--- config.mk ---
export PLATFORM = sky130hd
export DESIGN_NAME = sisc_exec_ctrl_flat
export DESIGN_NICKNAME = d
export VERILOG_FILES = /design/src/rtl/sisc_pkg.sv /design/src/rtl/sisc_exec_ctrl_if.sv /design/src/rtl/sisc_alu.sv /design/src/rtl/sisc_exec_ctrl.sv /design/src/flat_wrapper.sv
export SDC_FILE = /design/constraint.sdc
export NUM_CORES = 1
export LEC_CHECK = 0
export CAP_MARGIN = 0
export CORE_ASPECT_RATIO = 0.9
export CORE_MARGIN = 3
export CORE_UTILIZATION = 30
export DETAILED_ROUTE_END_ITERATION = 16
export PLACE_DENSITY = 0.51
export SLEW_MARGIN = 0
export SYNTH_ARGS = -nofsm -noshare
export SYNTH_HDL_FRONTEND = slang
export SYNTH_HIERARCHICAL = 1
export SYNTH_SLANG_ARGS = --single-unit
--- constraint.sdc ---
create_clock -name clk -period 8.3 [get_ports clk]
set_input_delay 1.66 -clock clk [delete_from_list [all_inputs] [get_ports clk]]
set_output_delay 1.66 -clock clk [all_outputs]
set_load 0.005 [all_outputs]
--- src/rtl/sisc_pkg.sv ---
// ============================================================================
//  Module      : sisc_pkg
//  Description : Shared opcode/funct encodings, FSM states and status-bit
//                indices for the SISC execution/control block.
//  Revision    : 1.0 - initial release
// ============================================================================
`default_nettype none

package sisc_pkg;

    localparam logic [3:0] C_OP_NOP    = 4'b0000;
    localparam logic [3:0] C_OP_ALU_RR = 4'b0001;
    localparam logic [3:0] C_OP_ALU_RI = 4'b0010;
    localparam logic [3:0] C_OP_BRA    = 4'b0100;
    localparam logic [3:0] C_OP_BRR    = 4'b0101;
    localparam logic [3:0] C_OP_BNE    = 4'b0110;
    localparam logic [3:0] C_OP_BNR    = 4'b0111;
    localparam logic [3:0] C_OP_HLT    = 4'b1111;

    localparam logic [3:0] C_FN_NOT  = 4'b0000;
    localparam logic [3:0] C_FN_ADD  = 4'b0001;
    localparam logic [3:0] C_FN_SUB  = 4'b0010;
    localparam logic [3:0] C_FN_ADC  = 4'b0011;
    localparam logic [3:0] C_FN_AND  = 4'b0100;
    localparam logic [3:0] C_FN_OR   = 4'b0101;
    localparam logic [3:0] C_FN_XOR  = 4'b0110;
    localparam logic [3:0] C_FN_SHL  = 4'b0111;
    localparam logic [3:0] C_FN_SHR  = 4'b1000;
    localparam logic [3:0] C_FN_ROL  = 4'b1001;
    localparam logic [3:0] C_FN_ROR  = 4'b1010;
    localparam logic [3:0] C_FN_PASS = 4'b1011;

    localparam int C_STS_C = 3;
    localparam int C_STS_N = 2;
    localparam int C_STS_V = 1;
    localparam int C_STS_Z = 0;

    typedef enum logic [2:0] {
        ST_START0    = 3'd0,
        ST_START1    = 3'd1,
        ST_FETCH     = 3'd2,
        ST_DECODE    = 3'd3,
        ST_EXECUTE   = 3'd4,
        ST_MEM       = 3'd5,
        ST_WRITEBACK = 3'd6,
        ST_HALT      = 3'd7
    } state_t;

endpackage

`default_nettype wire

--- src/rtl/sisc_exec_ctrl_if.sv ---
// ============================================================================
//  Module      : sisc_exec_ctrl_if
//  Description : Datapath-side bundle of the SISC execution/control block.
//  Revision    : 1.0 - initial release
// ============================================================================
`default_nettype none

interface sisc_exec_ctrl_if;
    logic [31:0] instr;
    logic [31:0] rega;
    logic [31:0] regb;
    logic [3:0]  stat;
    logic [15:0] pc_in;
    logic [31:0] alu_out;
    logic [3:0]  alu_sts;
    logic [3:0]  stat_en;
    logic        rf_we;
    logic        wb_sel;
    logic        pc_rst;
    logic        pc_write;
    logic        pc_sel;
    logic        ir_load;
    logic        br_sel;
    logic [15:0] br_addr;

    modport master (
        output instr, rega, regb, stat, pc_in,
        input  alu_out, alu_sts, stat_en, rf_we, wb_sel,
        input  pc_rst, pc_write, pc_sel, ir_load, br_sel, br_addr
    );

    modport slave (
        input  instr, rega, regb, stat, pc_in,
        output alu_out, alu_sts, stat_en, rf_we, wb_sel,
        output pc_rst, pc_write, pc_sel, ir_load, br_sel, br_addr
    );
endinterface

`default_nettype wire

--- src/rtl/sisc_alu.sv ---
// ============================================================================
//  Module      : sisc_alu
//  Description : Combinational 32-bit SISC ALU producing result, {C,N,V,Z}
//                and per-flag update enables. ROL/ROR exist only when
//                SISC_ROTATE_EN is defined.
//  Revision    : 1.0 - initial release
// ============================================================================
`default_nettype none

module sisc_alu
    import sisc_pkg::*;
(
    input  wire logic [31:0] i_a,
    input  wire logic [31:0] i_b,
    input  wire logic [3:0]  i_funct,
    input  wire logic        i_cin,
    output logic      [31:0] o_result,
    output logic      [3:0]  o_flags,
    output logic      [3:0]  o_flag_en
);

    logic [31:0] w_bb;
    logic        w_ci;
    logic [32:0] w_sum;
    logic [5:0]  w_sh;
    logic [5:0]  w_sh_inv;
    logic [31:0] w_lo;
    logic [31:0] w_hi;
    logic        w_c;
    logic        w_v;

    assign w_sh     = {1'b0, i_b[4:0]};
    assign w_sh_inv = 6'd32 - w_sh;
    // Complementary shifts: w_lo[0] / w_hi[31] are the last bits out of
    // a left / right shift, and both are zero when the amount is zero.
    assign w_lo     = i_a >> w_sh_inv;
    assign w_hi     = i_a << w_sh_inv;

    always_comb begin
        w_bb = i_b;
        w_ci = 1'b0;
        if (i_funct == C_FN_SUB) begin
            w_bb = ~i_b;
            w_ci = 1'b1;
        end else if (i_funct == C_FN_ADC) begin
            w_ci = i_cin;
        end
    end

    assign w_sum = {1'b0, i_a} + {1'b0, w_bb} + {32'd0, w_ci};

    always_comb begin
        o_result  = 32'd0;
        w_c       = 1'b0;
        w_v       = 1'b0;
        o_flag_en = 4'b0000;
        case (i_funct)
            C_FN_NOT:  begin o_result = ~i_a;        o_flag_en = 4'b0101; end
            C_FN_AND:  begin o_result = i_a & i_b;   o_flag_en = 4'b0101; end
            C_FN_OR:   begin o_result = i_a | i_b;   o_flag_en = 4'b0101; end
            C_FN_XOR:  begin o_result = i_a ^ i_b;   o_flag_en = 4'b0101; end
            C_FN_PASS: begin o_result = i_b;         o_flag_en = 4'b0101; end
            C_FN_ADD, C_FN_SUB, C_FN_ADC: begin
                o_result  = w_sum[31:0];
                w_c       = w_sum[32];
                w_v       = (i_a[31] == w_bb[31]) && (w_sum[31] != i_a[31]);
                o_flag_en = 4'b1111;
            end
            C_FN_SHL: begin
                o_result  = i_a << w_sh;
                w_c       = w_lo[0];
                o_flag_en = 4'b1101;
            end
            C_FN_SHR: begin
                o_result  = i_a >> w_sh;
                w_c       = w_hi[31];
                o_flag_en = 4'b1101;
            end
`ifdef SISC_ROTATE_EN
            C_FN_ROL: begin
                o_result  = (i_a << w_sh) | w_lo;
                w_c       = w_lo[0];
                o_flag_en = 4'b1101;
            end
            C_FN_ROR: begin
                o_result  = (i_a >> w_sh) | w_hi;
                w_c       = w_hi[31];
                o_flag_en = 4'b1101;
            end
`endif
            default: ;
        endcase
    end

    always_comb begin
        o_flags          = 4'b0000;
        o_flags[C_STS_C] = w_c;
        o_flags[C_STS_N] = o_result[31];
        o_flags[C_STS_V] = w_v;
        o_flags[C_STS_Z] = (o_result == 32'd0);
    end

endmodule

`default_nettype wire

--- src/rtl/sisc_exec_ctrl.sv ---
// ============================================================================
//  Module      : sisc_exec_ctrl
//  Description : SISC multicycle control FSM, ALU wrapper and branch target
//                unit. Optional macro: SISC_ROTATE_EN (enables ROL/ROR).
//  Revision    : 1.0 - initial release
// ============================================================================
`default_nettype none

module sisc_exec_ctrl
    import sisc_pkg::*;
(
    input  wire logic        clk,
    input  wire logic        rst_f,
    sisc_exec_ctrl_if.slave  bus
);

    state_t      r_state;
    logic        r_pc_rst;
    logic        r_ir_load;
    logic        r_rf_we;

    logic [3:0]  w_opcode;
    logic [3:0]  w_mm;
    logic [15:0] w_imm;
    logic        w_is_alu;
    logic        w_taken;
    logic        w_br_go;
    logic [31:0] w_alu_b;
    logic [3:0]  w_flag_en;
    logic        w_unused;

    assign w_opcode = bus.instr[31:28];
    assign w_mm     = bus.instr[27:24];
    assign w_imm    = bus.instr[15:0];
    assign w_is_alu = (w_opcode == C_OP_ALU_RR) || (w_opcode == C_OP_ALU_RI);
    assign w_unused = &{1'b0, bus.instr[23:16]};

    assign w_alu_b  = (w_opcode == C_OP_ALU_RI) ? {{16{w_imm[15]}}, w_imm} : bus.regb;

    sisc_alu u_alu (
        .i_a       (bus.rega),
        .i_b       (w_alu_b),
        .i_funct   (w_mm),
        .i_cin     (bus.stat[C_STS_C]),
        .o_result  (bus.alu_out),
        .o_flags   (bus.alu_sts),
        .o_flag_en (w_flag_en)
    );

    always_comb begin
        w_taken = 1'b0;
        case (w_opcode)
            C_OP_BRA, C_OP_BRR: w_taken = (w_mm == 4'd0) || ((w_mm & bus.stat) != 4'd0);
            C_OP_BNE, C_OP_BNR: w_taken = ((w_mm & bus.stat) == 4'd0);
            default:            w_taken = 1'b0;
        endcase
    end

    assign bus.br_sel  = (w_opcode == C_OP_BRA) || (w_opcode == C_OP_BNE);
    assign bus.br_addr = bus.br_sel ? w_imm : (bus.pc_in + w_imm);

    always_ff @(posedge clk) begin
        if (rst_f) begin
            r_state   <= ST_START0;
            r_pc_rst  <= 1'b1;
            r_ir_load <= 1'b0;
            r_rf_we   <= 1'b0;
        end else begin
            r_pc_rst  <= 1'b0;
            r_ir_load <= 1'b0;
            r_rf_we   <= 1'b0;
            case (r_state)
                ST_START0:    r_state <= ST_START1;
                ST_START1: begin
                    r_state   <= ST_FETCH;
                    r_ir_load <= 1'b1;
                end
                ST_FETCH:     r_state <= ST_DECODE;
                ST_DECODE:    r_state <= (w_opcode == C_OP_HLT) ? ST_HALT : ST_EXECUTE;
                ST_EXECUTE:   r_state <= ST_MEM;
                ST_MEM: begin
                    r_state <= ST_WRITEBACK;
                    r_rf_we <= w_is_alu;
                end
                ST_WRITEBACK: begin
                    r_state   <= ST_FETCH;
                    r_ir_load <= 1'b1;
                end
                default:      r_state <= ST_HALT;
            endcase
        end
    end

    // Reset masks every write strobe immediately, even mid-instruction.
    assign w_br_go      = !rst_f && (r_state == ST_DECODE) && w_taken;
    assign bus.pc_rst   = rst_f || r_pc_rst;
    assign bus.ir_load  = !rst_f && r_ir_load;
    assign bus.rf_we    = !rst_f && r_rf_we;
    assign bus.wb_sel   = 1'b0;
    assign bus.pc_sel   = w_br_go;
    assign bus.pc_write = (!rst_f && r_ir_load) || w_br_go;
    assign bus.stat_en  = (!rst_f && (r_state == ST_EXECUTE) && w_is_alu) ? w_flag_en : 4'b0000;

endmodule

`default_nettype wire

--- src/flat_wrapper.sv ---
// flat-port wrapper written by rule: the top's interface ports become plain ports
module sisc_exec_ctrl_flat import sisc_pkg::*;
  (clk, rst_f, bus_instr, bus_rega, bus_regb, bus_stat, bus_pc_in, bus_alu_out, bus_alu_sts, bus_stat_en, bus_rf_we, bus_wb_sel, bus_pc_rst, bus_pc_write, bus_pc_sel, bus_ir_load, bus_br_sel, bus_br_addr);
  sisc_exec_ctrl_if bus_i ();
  input  wire logic clk;
  input  wire logic rst_f;
  input wire logic [$bits(bus_i.instr)-1:0] bus_instr;
  input wire logic [$bits(bus_i.rega)-1:0] bus_rega;
  input wire logic [$bits(bus_i.regb)-1:0] bus_regb;
  input wire logic [$bits(bus_i.stat)-1:0] bus_stat;
  input wire logic [$bits(bus_i.pc_in)-1:0] bus_pc_in;
  output wire logic [$bits(bus_i.alu_out)-1:0] bus_alu_out;
  output wire logic [$bits(bus_i.alu_sts)-1:0] bus_alu_sts;
  output wire logic [$bits(bus_i.stat_en)-1:0] bus_stat_en;
  output wire logic [$bits(bus_i.rf_we)-1:0] bus_rf_we;
  output wire logic [$bits(bus_i.wb_sel)-1:0] bus_wb_sel;
  output wire logic [$bits(bus_i.pc_rst)-1:0] bus_pc_rst;
  output wire logic [$bits(bus_i.pc_write)-1:0] bus_pc_write;
  output wire logic [$bits(bus_i.pc_sel)-1:0] bus_pc_sel;
  output wire logic [$bits(bus_i.ir_load)-1:0] bus_ir_load;
  output wire logic [$bits(bus_i.br_sel)-1:0] bus_br_sel;
  output wire logic [$bits(bus_i.br_addr)-1:0] bus_br_addr;
  assign bus_i.instr = bus_instr;
  assign bus_i.rega = bus_rega;
  assign bus_i.regb = bus_regb;
  assign bus_i.stat = bus_stat;
  assign bus_i.pc_in = bus_pc_in;
  assign bus_alu_out = bus_i.alu_out;
  assign bus_alu_sts = bus_i.alu_sts;
  assign bus_stat_en = bus_i.stat_en;
  assign bus_rf_we = bus_i.rf_we;
  assign bus_wb_sel = bus_i.wb_sel;
  assign bus_pc_rst = bus_i.pc_rst;
  assign bus_pc_write = bus_i.pc_write;
  assign bus_pc_sel = bus_i.pc_sel;
  assign bus_ir_load = bus_i.ir_load;
  assign bus_br_sel = bus_i.br_sel;
  assign bus_br_addr = bus_i.br_addr;
  sisc_exec_ctrl u_core (.clk(clk), .rst_f(rst_f), .bus(bus_i));
endmodule
== Word level (Yosys, flattened, before mapping) ==
Index checks and enable logic that the tools add are counted.
Operators by class
  shift-type cells: 4
  reductions and logical operators: 25
  add/subtract/negate cells: 4
  bitwise logic cells: 7
  eq/ne operators: 24
  mux-type cells: 15
Operators by type and width (number)
  case mux 32 bit (8 select lines): 1
  two-way mux 32 bit: 2
  inverter 32 bit: 2
  adder 32 x 32 -> 33 bit: 1
  adder 33 x 1 -> 33 bit: 1
  bitwise AND 32 bit: 1
  == test 4 x 3 -> 1 bit, second input constant: 8
  zero test 32 bit: 1
  OR 32 bit: 1
  << shifter 32 x 5 -> 32 bit: 1
  << shifter 32 x 6 -> 32 bit: 1
  >> shifter 32 x 5 -> 32 bit: 1
  >> shifter 32 x 6 -> 1 bit: 1
  XOR 32 bit: 1
  case mux 3 bit (6 select lines): 1
  adder 16 bit: 1
  two-way mux 16 bit: 1
  == test 4 x 2 -> 1 bit, second input constant: 3
  == test 4 bit, second input constant: 3
  case mux 4 bit (3 select lines): 1
  OR reduction 2 bit: 5
  == test 3 bit, second input constant: 3
  == test 4 x 1 -> 1 bit, second input constant: 2
  zero test 4 bit: 2
  other kinds (19): 34
Storage, ports and cells
  flip-flop bits (word level): 6
  input bits: 118
  logic and storage cells: 83

== Logic depth before layout (Yosys ltp) ==
Gate-level depths: netlist (run 1).
  depth after elaboration: 9
  mapped depth: 25

== Cells and area by module ==
Netlist (run 1), hierarchy kept.
By module, submodules not included
  sisc_alu: cells an instance 1266, times used 1, area an instance 9572.9 sq um
  sisc_exec_ctrl: cells an instance 269, times used 1, area an instance 1610.3 sq um

== Worst setup path after synthesis (run 1) ==
Ideal clock, no wire load.
  path type: input port to output port
  from: in bus_instr[28]
  to: out bus_alu_sts[0]
  path buffers: 5
  arrival: 6.257 ns
  slack: 0.383 ns
  stages: 23
  cell sequence: nor4b_2 -> nand2_1 -> nand2_1 -> buf_2 -> buf_4 -> inv_2 -> buf_4 -> buf_2 -> buf_2 -> xnor2_1 -> fa_1 -> inv_1 -> fa_1 -> nand2b_1 -> a21o_1 -> o21ai_1 -> o211ai_1 -> a41o_1 -> or3_1 -> a211o_1 -> nor4_1 -> nand4_1 -> nor4_2
Between the ends
  cells in the longest elaborated chain, start to end: 8
  elaborated cells on any way between the ends: 13
Ends and longest elaborated chain
  from (decl): line flat_wrapper.sv:7  | input wire logic [$bits(bus_i.instr)-1:0] bus_instr;
  == test 4 x 2 -> 1 bit (*): line sisc_exec_ctrl.sv:38  | assign w_alu_b = (w_opcode == C_OP_ALU_RI) ? {{16{w_imm[15]}}, w_imm} : bus.regb;
  two-way mux 32 bit (*): line sisc_exec_ctrl.sv:38
  net u_core.w_alu_b[0]: line sisc_exec_ctrl.sv:28  | logic [31:0] w_alu_b;
  inverter 32 bit: line sisc_alu.sv:43  | w_bb = ~i_b;
  two-way mux 32 bit: line sisc_alu.sv:42  | if (i_funct == C_FN_SUB) begin
  adder 32 x 32 -> 33 bit: line sisc_alu.sv:50  | assign w_sum = {1'b0, i_a} + {1'b0, w_bb} + {32'd0, w_ci};
  adder 33 x 1 -> 33 bit: line sisc_alu.sv:50
  case mux 32 bit (8 select lines) (*): line sisc_alu.sv:57  | case (i_funct)
  net bus_alu_out[24]: line flat_wrapper.sv:12  | output wire logic [$bits(bus_i.alu_out)-1:0] bus_alu_out;
  zero test 32 bit (*): line sisc_alu.sv:100  | o_flags[C_STS_Z] = (o_result == 32'd0);
  to (decl): line flat_wrapper.sv:13  | output wire logic [$bits(bus_i.alu_sts)-1:0] bus_alu_sts;
The timed path passes the listed nets; every way through them passes the cells marked *.

== Final worst setup path (run 1) ==
  from: in bus_instr[29]
  to: out bus_alu_sts[0]
Between the ends
  cells in the longest elaborated chain, start to end: 8
  elaborated cells on any way between the ends: 13
Ends and longest elaborated chain (line)
  == test 4 x 2 -> 1 bit (*): sisc_exec_ctrl.sv:38
  two-way mux 32 bit (*): sisc_exec_ctrl.sv:38
  net u_core.w_alu_b[1]: sisc_exec_ctrl.sv:28
  inverter 32 bit: sisc_alu.sv:43
  two-way mux 32 bit: sisc_alu.sv:42
  adder 32 x 32 -> 33 bit: sisc_alu.sv:50
  adder 33 x 1 -> 33 bit: sisc_alu.sv:50
  case mux 32 bit (8 select lines) (*): sisc_alu.sv:57
  zero test 32 bit (*): sisc_alu.sv:100
Marks and branches as above.

==> results of run 1 <==
[worst min path at each step]
stage	slack, ps	endpoint	from	cells after the start
2_1_floorplan	500	flip-flop	flip-flop	2
3_3_place_gp	540	flip-flop	flip-flop	2
3_5_place_dp	560	flip-flop	flip-flop	2
4_1_cts	570	flip-flop	flip-flop	2
5_1_grt	610	u_core/r_rf_we	u_core/r_state[0]	1
6_report	570	flip-flop	flip-flop	2
[repair_timing]
item,4_1_cts,5_1_grt
buffers inserted,3,4
setup endpoints to repair,2,8
pin swaps,7,17
resized for setup,14,35
hold endpoints to repair,0,0
[cell usage after synthesis, drive strengths merged (16+ instances only)]
library cell	n	area (um2)
a211oi	27	213
a21o	27	204
a21oi	73	365
a22oi	26	195
and2	16	100
and3	20	125
buf	63	377
clkbuf	75	283
ha	112	1400
inv	83	312
mux2	26	293
mux2i	70	701
mux4	69	1570
nand2	218	821
nand3	48	240
nor2	99	372
nor2b	19	119
nor3	36	180
o211ai	23	173
o21ai	80	400
o22ai	24	150
xnor2	50	438
[per-stage QoR]
step	power (uW)	hold slack (ps)
after CTS	1380	567
after floorplan	674	502
after global routing	1510	606
final	1420	569
after global placement	1280	539
after detailed placement	1290	557
[power by group through the flow]
stage	sequential, uW	combinational (uW)	clock [uW]
floorplan	31.7	642	0
global placement	33.4	1250	0
detailed placement	33.6	1250	0
CTS	33.2	1270	79.2
global route	33.6	1400	80.9
finish	33.2	1310	77.7
[layout by cell type, fill, tap and decap left out, types with 65 or more instances in the layout]
cell type	Yosys	routed
mux2i_1	70	68
mux4_2	65	65
inv_1	80	80
clkdlybuf4s50_1	0	163
o21ai_0	75	72
nand2_1	217	211
a21oi_1	73	70
ha_1	112	112
nor2_1	99	97
buf_4	10	362
[area by class of cell]
class,instances,area [um2]
sequential,6,120
multi-input combinational,1307,10300
inverter,84,315
clock buffer,3,75.1
fill,3673,20400
timing repair buffer,543,4570
tap,476,596
[cell families (layout without fill, tap and decap cells)]
kind of cell | Yosys count | count (layout)
AOI/OAI and AO/OA | 415 | 415
xor gates and xnor gates | 61 | 61
adders and majority gates | 115 | 115
buffers and inverters | 222 | 630
DFF | 6 | 6
muxes | 165 | 165
other | 1 | 1
and+or+nand+nor | 550 | 550
[metal layers]
metal / routed length [um] / global-route usage (%)
met1: 27200 / 43.2
met4: 1290 / 5.54
met5: 13 / 0
met3: 6590 / 6.66
met2: 26100 / 43.9
[tightest hold or removal path: cells and delay by family (launching register included)]
family / cells / cell delay (ps)
flops: 1 / 360
simple gates: 1 / 100
compound gates: 1 / 60
==> flow_summary_export.csv, run 1 <==
group,metric,value,unit
power,swShare,49.0,%
synth,ys.warnings.count,6,
power,pwr-share-seq,2.3,%
floorplanning,boundaryPins,181,
clocking,cts_tree,"yes",
power,p_per_area,89.0,mW/mm2
finish,antenna_cells,0,
timing,fin_setup_tns,0,ps
timing,finClkSkew,0.967,ps
worst_setup_path,cp_cell_sequence,"clkdlybuf4s50_1 > nor4b_4 > buf_4 > nand2_1 > nand2_4 > buf_4 > buf_12 > mux4_2 > buf_4 > a22oi_1 > and3_1 > o2111ai_1 > nor4_4 > buf_4 > nand4_1 > nor4_4 > nand4_1 > buf_4 > nor4_2 > buf_2",
worst_setup_path,cpPeakStageDelay,570,ps
finish,finalNonFillerCells,2419,
placement,placed_area,0.0157,mm2
synth,synth_compound_area_share,25.7,%
synth,synthSimpleGateAreaFrac,23.7,%
power,combPwrFrac,92.2,%
placement,port_buffers,171,
clocking,ctsLongestPathBuffers,2,
floorplanning,core-area,0.0364,mm2
worst_setup_path,cp_top_family,"simple AND/OR/NAND/NOR gates",
clocking,numCtsBuffers,3,
global_routing,grtUsageTotal,29.3,%
timing,tightest_slew,898,ps
worst_setup_path,crit_buf_inv,8,
synth,synthAdderAreaFrac,13.1,%
power,clockPowerShare,5.5,%
route,ant_nets,0,
worst_setup_path,cp.required,6640,ps
synth,synth-seq-area-share,1.07,%
finish,drive_above_1_share,27.1,%
synth,synth.avg_cell_area,7.29,um2
timing,setup_viol,0,
finish,fin_area,0.0160,mm2
route,vias,14335,
worst_setup_path,crit_type,"input port to output port",
synth,synthXorXnorAreaFrac,4.78,%
synth,synth.area.mux_share,22.9,%
status,status,"finished clean",
synth,ys_seq_elements,6,
clocking,cts.sinks,6,
finish,final_nets,2178,
route,vias_per_cell,5.93,
placement,dp_cells,2409,
route,initialDrtViolationCount,1569,
synth,syn_area,0.0112,mm2
power,intPower,726,uW
synth,syn_nets,1768,
worst_setup_path,startpoint,"bus_instr[29]",
worst_setup_path,path_max_fanout,22,
worst_setup_path,reg2reg_from,"u_core/r_state[0]",
worst_setup_path,r2r_slack,7150,ps
timing,slew_violations,0,
power,ir_drop,47.3,uV
finish,synthToLayoutAreaGrowth,42.8,%
worst_hold_path,hp-class,"flip-flop to flip-flop",
route,post_drt_wl_per_cell,25.3,um
placement,gp_congestion,1.02,
timing,post-route-period-util,98.2,%
clocking,ctsHoldBuffers,0,
global_routing,grt_max_degree,48,
power,p_sw,696,uW
worst_setup_path,worstSetupEndpoint,"bus_alu_sts[0]",
clocking,htreeDepth,1,
clocking,clk_pin_slew,30,ps
clocking,cts_root_buf,"clkbuf_16",
flow_run,drv_cap,0,
floorplanning,start_util,30.7,%
timing,grt_setup_unrepaired,"no",
timing,fmax,123,MHz
synth,async_flop_share,0,%
route,dr.pass1.iters,6,
worst_setup_path,cp_common_cell,"buf_4",
timing,worst_slack,150,ps
floorplanning,die-area,0.0396,mm2
worst_setup_path,crit_path_end_kind,"output port",
global_routing,grt_pass1_vias,13605,
global_routing,grt_pass1_wl,89300,um
synth,ys_types,92,
floorplanning,row_count,66,
timing,hold_viol,0,
global_routing,grt_remaining_overflow,0,
finish,final_core_util,43.9,%
timing,finalCriticalPeriod,8150,ps
worst_setup_path,crit_slowest_cell,"mux4_2",
synth,synthCells,1535,
route,wl,61100,um
worst_setup_path,crit_arrival,6490,ps
worst_setup_path,critPathLaunchType,"input port",
floorplanning,fp.dieH,189,um
synth,synth_edf_count,0,
power,leakagePower,0.00716,uW
worst_setup_path,worstReg2RegEnd,"u_core/r_ir_load",
placement,place_hpwl,49600,um
placement,preCtsSetupSlack,-913,ps
synth,synth_top_family_by_area,"compound AO/OA/AOI/OAI gates",
global_routing,antenna_found_initial,3,
clocking,insertion_delay,230,ps
worst_setup_path,crit_cells,20,
route,drc,0,
worst_setup_path,r2r_cells,2,
timing,slew_headroom,39.9,%
floorplanning,die_w,210,um
synth,ys.flop_type,"dfxtp_1",
Power figures use the tool's default switching activity.
==> run 2: changes to the inputs <==
==> constraint.sdc (replaced) <==
create_clock -name clk -period 7.8 [get_ports clk]
set_input_delay 1.56 -clock clk [delete_from_list [all_inputs] [get_ports clk]]
set_output_delay 1.56 -clock clk [all_outputs]
set_load 0.005 [all_outputs]
==> run 2 against run 1 <==
  * First-iteration DRC count is 15% higher
  * Sequential share of layout area hardly changed
  * Worst hold slack worse by 14 ps
  * Flip-flop and latch count did not move
  * Power grew 10%
  * Non-clock buffer count grew 43
  * Clock-buffer cell count is the same
  * Routed wire length decreased by 0.15%
==> flow_summary_export.csv, run 2 (synthesized netlist as in run 1, its figures left out) <==
group,metric,value,unit
finish,final_nets,2221,
global_routing,antenna_found_initial,1,
worst_setup_path,r2r_cells,2,
route,drt-met1-wl,27200,um
power,p_per_area,95.2,mW/mm2
route,wl_met2,26300,um
clocking,htreeDepth,1,
worst_setup_path,critPathLaunchType,"input port",
route,drc,0,
worst_hold_path,holdPathStages,2,
finish,drive_above_1_share,29.6,%
worst_setup_path,path_max_fanout,14,
worst_hold_path,hp-class,"flip-flop to flip-flop",
global_routing,grt_remaining_overflow,0,
clocking,insertion_delay,230,ps
route,dr_wl_met3,6310,um
route,top_layer,"met4",
global_routing,grt_pass1_vias,13980,
floorplanning,row_count,66,
clocking,cts.sinks,6,
clocking,numCtsBuffers,3,
timing,tightest_slew,1230,ps
timing,fmax,131,MHz
floorplanning,die_w,210,um
worst_setup_path,crit_arrival,6080,ps
floorplanning,boundaryPins,181,
finish,synthToLayoutAreaGrowth,47.0,%
timing,setup_viol,0,
timing,fin_setup_tns,0,ps
timing,hold_viol,0,
floorplanning,core-area,0.0364,mm2
flow_run,drv_cap,0,
clocking,cts_root_buf,"clkbuf_16",
timing,slew_violations,0,
finish,fill_cells,3668,
route,ant_nets,0,
timing,slew_headroom,18.2,%
global_routing,grt_max_degree,57,
finish,final_core_util,45.1,%
placement,place_hpwl,48900,um
timing,finalCriticalPeriod,7640,ps
power,leakagePower,0.00738,uW
status,status,"finished clean",
timing,finClkSkew,0.123,ps
clocking,ctsLongestPathBuffers,2,
power,ir_drop,53.4,uV
global_routing,grtUsageTotal,29.3,%
worst_setup_path,crit_type,"input port to output port",
route,vias_per_cell,6.00,
floorplanning,fp.dieH,189,um
floorplanning,start_util,30.7,%
route,post_drt_wl_per_cell,24.8,um
clocking,cts_tree,"yes",
route,wl,61000,um
global_routing,grt_pass1_wl,90400,um
worst_setup_path,crit_path_end_kind,"output port",
placement,port_buffers,171,
route,vias,14776,
route,dr.pass1.iters,9,
clocking,clk_pin_slew,30,ps
finish,layout_commonest_cell,"buf_4",
placement,gp_congestion,1.05,
finish,layout_common_cells,"buf_4 (395), nand2_1 (211), clkdlybuf4s50_1 (162)",
floorplanning,die-area,0.0396,mm2
worst_setup_path,cp.required,6240,ps
timing,post-route-period-util,97.9,%
route,initialDrtViolationCount,1804,
==> run 2: stage by stage <==
step / total power [uW] / instances / worst slack, ps / hold WS (ps) / instance area (um2)
after floorplan: 717 / 1535 / 83.5 / 502 / 11200
after global placement: 1400 / 2454 / -1250 / 540 / 16000
after detailed placement: 1410 / 2455 / -937 / 552 / 16000
after CTS: 1520 / 2461 / 20.2 / 555 / 16300
after global routing: 1660 / 2462 / -17.1 / 589 / 16400
final: 1560 / 2463 / 163 / 555 / 16400
==> run 2: where the power goes <==
part,switching (uW),internal (uW),total (uW),leakage (uW)
registers,2.61,32.7,35.4,0.0000495
logic,739,709,1450,0.00729
clock network,16.0,65.7,81.7,0.0000370
==> run 2: worst paths after layout <==
check	endpoint	slack [ps]	startpoint
worst max-delay path	bus_alu_sts[0]	160	bus_instr[29]
worst min-delay path	flip-flop	550	flip-flop
worst max register to register	u_core/r_ir_load	6680	u_core/r_state[0]
worst min register to register	flip-flop	550	flip-flop
==> run 2: routing by layer <==
metal,global-route usage (%),vias to the layer above
met5,0,-
met4,4.07,0
met3,3.98,91
met2,45.2,805
met1,44.2,7218
li1,-,6662
==> run 2: area by class of cell <==
cell class                      instances  area (um2)  area share (%)
Inverter                               84         318            1.93
Clock buffer                            3        75.1           0.457
Sequential cell                         6         120           0.731
Tap cell                              476         596            3.62
Timing Repair Buffer                  586        4960            30.2
Multi-Input combinational cell       1307       10400            63.1
Antenna cell                            1        2.50          0.0152
==> run 2: timing repair <==
| item | in CTS | in global routing |
|---|---|---|
| endpoints found under the setup margin | 8 | 8 |
| cloned | 1 | 0 |
| pin swaps | 14 | 19 |
| gates resized for setup | 38 | 45 |
| hold buffers | 0 | 0 |
| setup buffers | 2 | 1 |
==> run 2: critical path: stages <==
cell and delay, ps:
clkdlybuf4s15_1 210, nor4b_4 230, buf_4 190, nand2_1 90, nand2_4 90, buf_8 180
buf_12 180, mux4_2 560, mux2i_2 340, o32ai_1 170, o22ai_2 270, buf_4 160
o2111ai_1 220, nor4_1 270, nand4_1 250, nor4_4 370, nand4_1 190, buf_6 170
nor4_4 200, buf_2 150
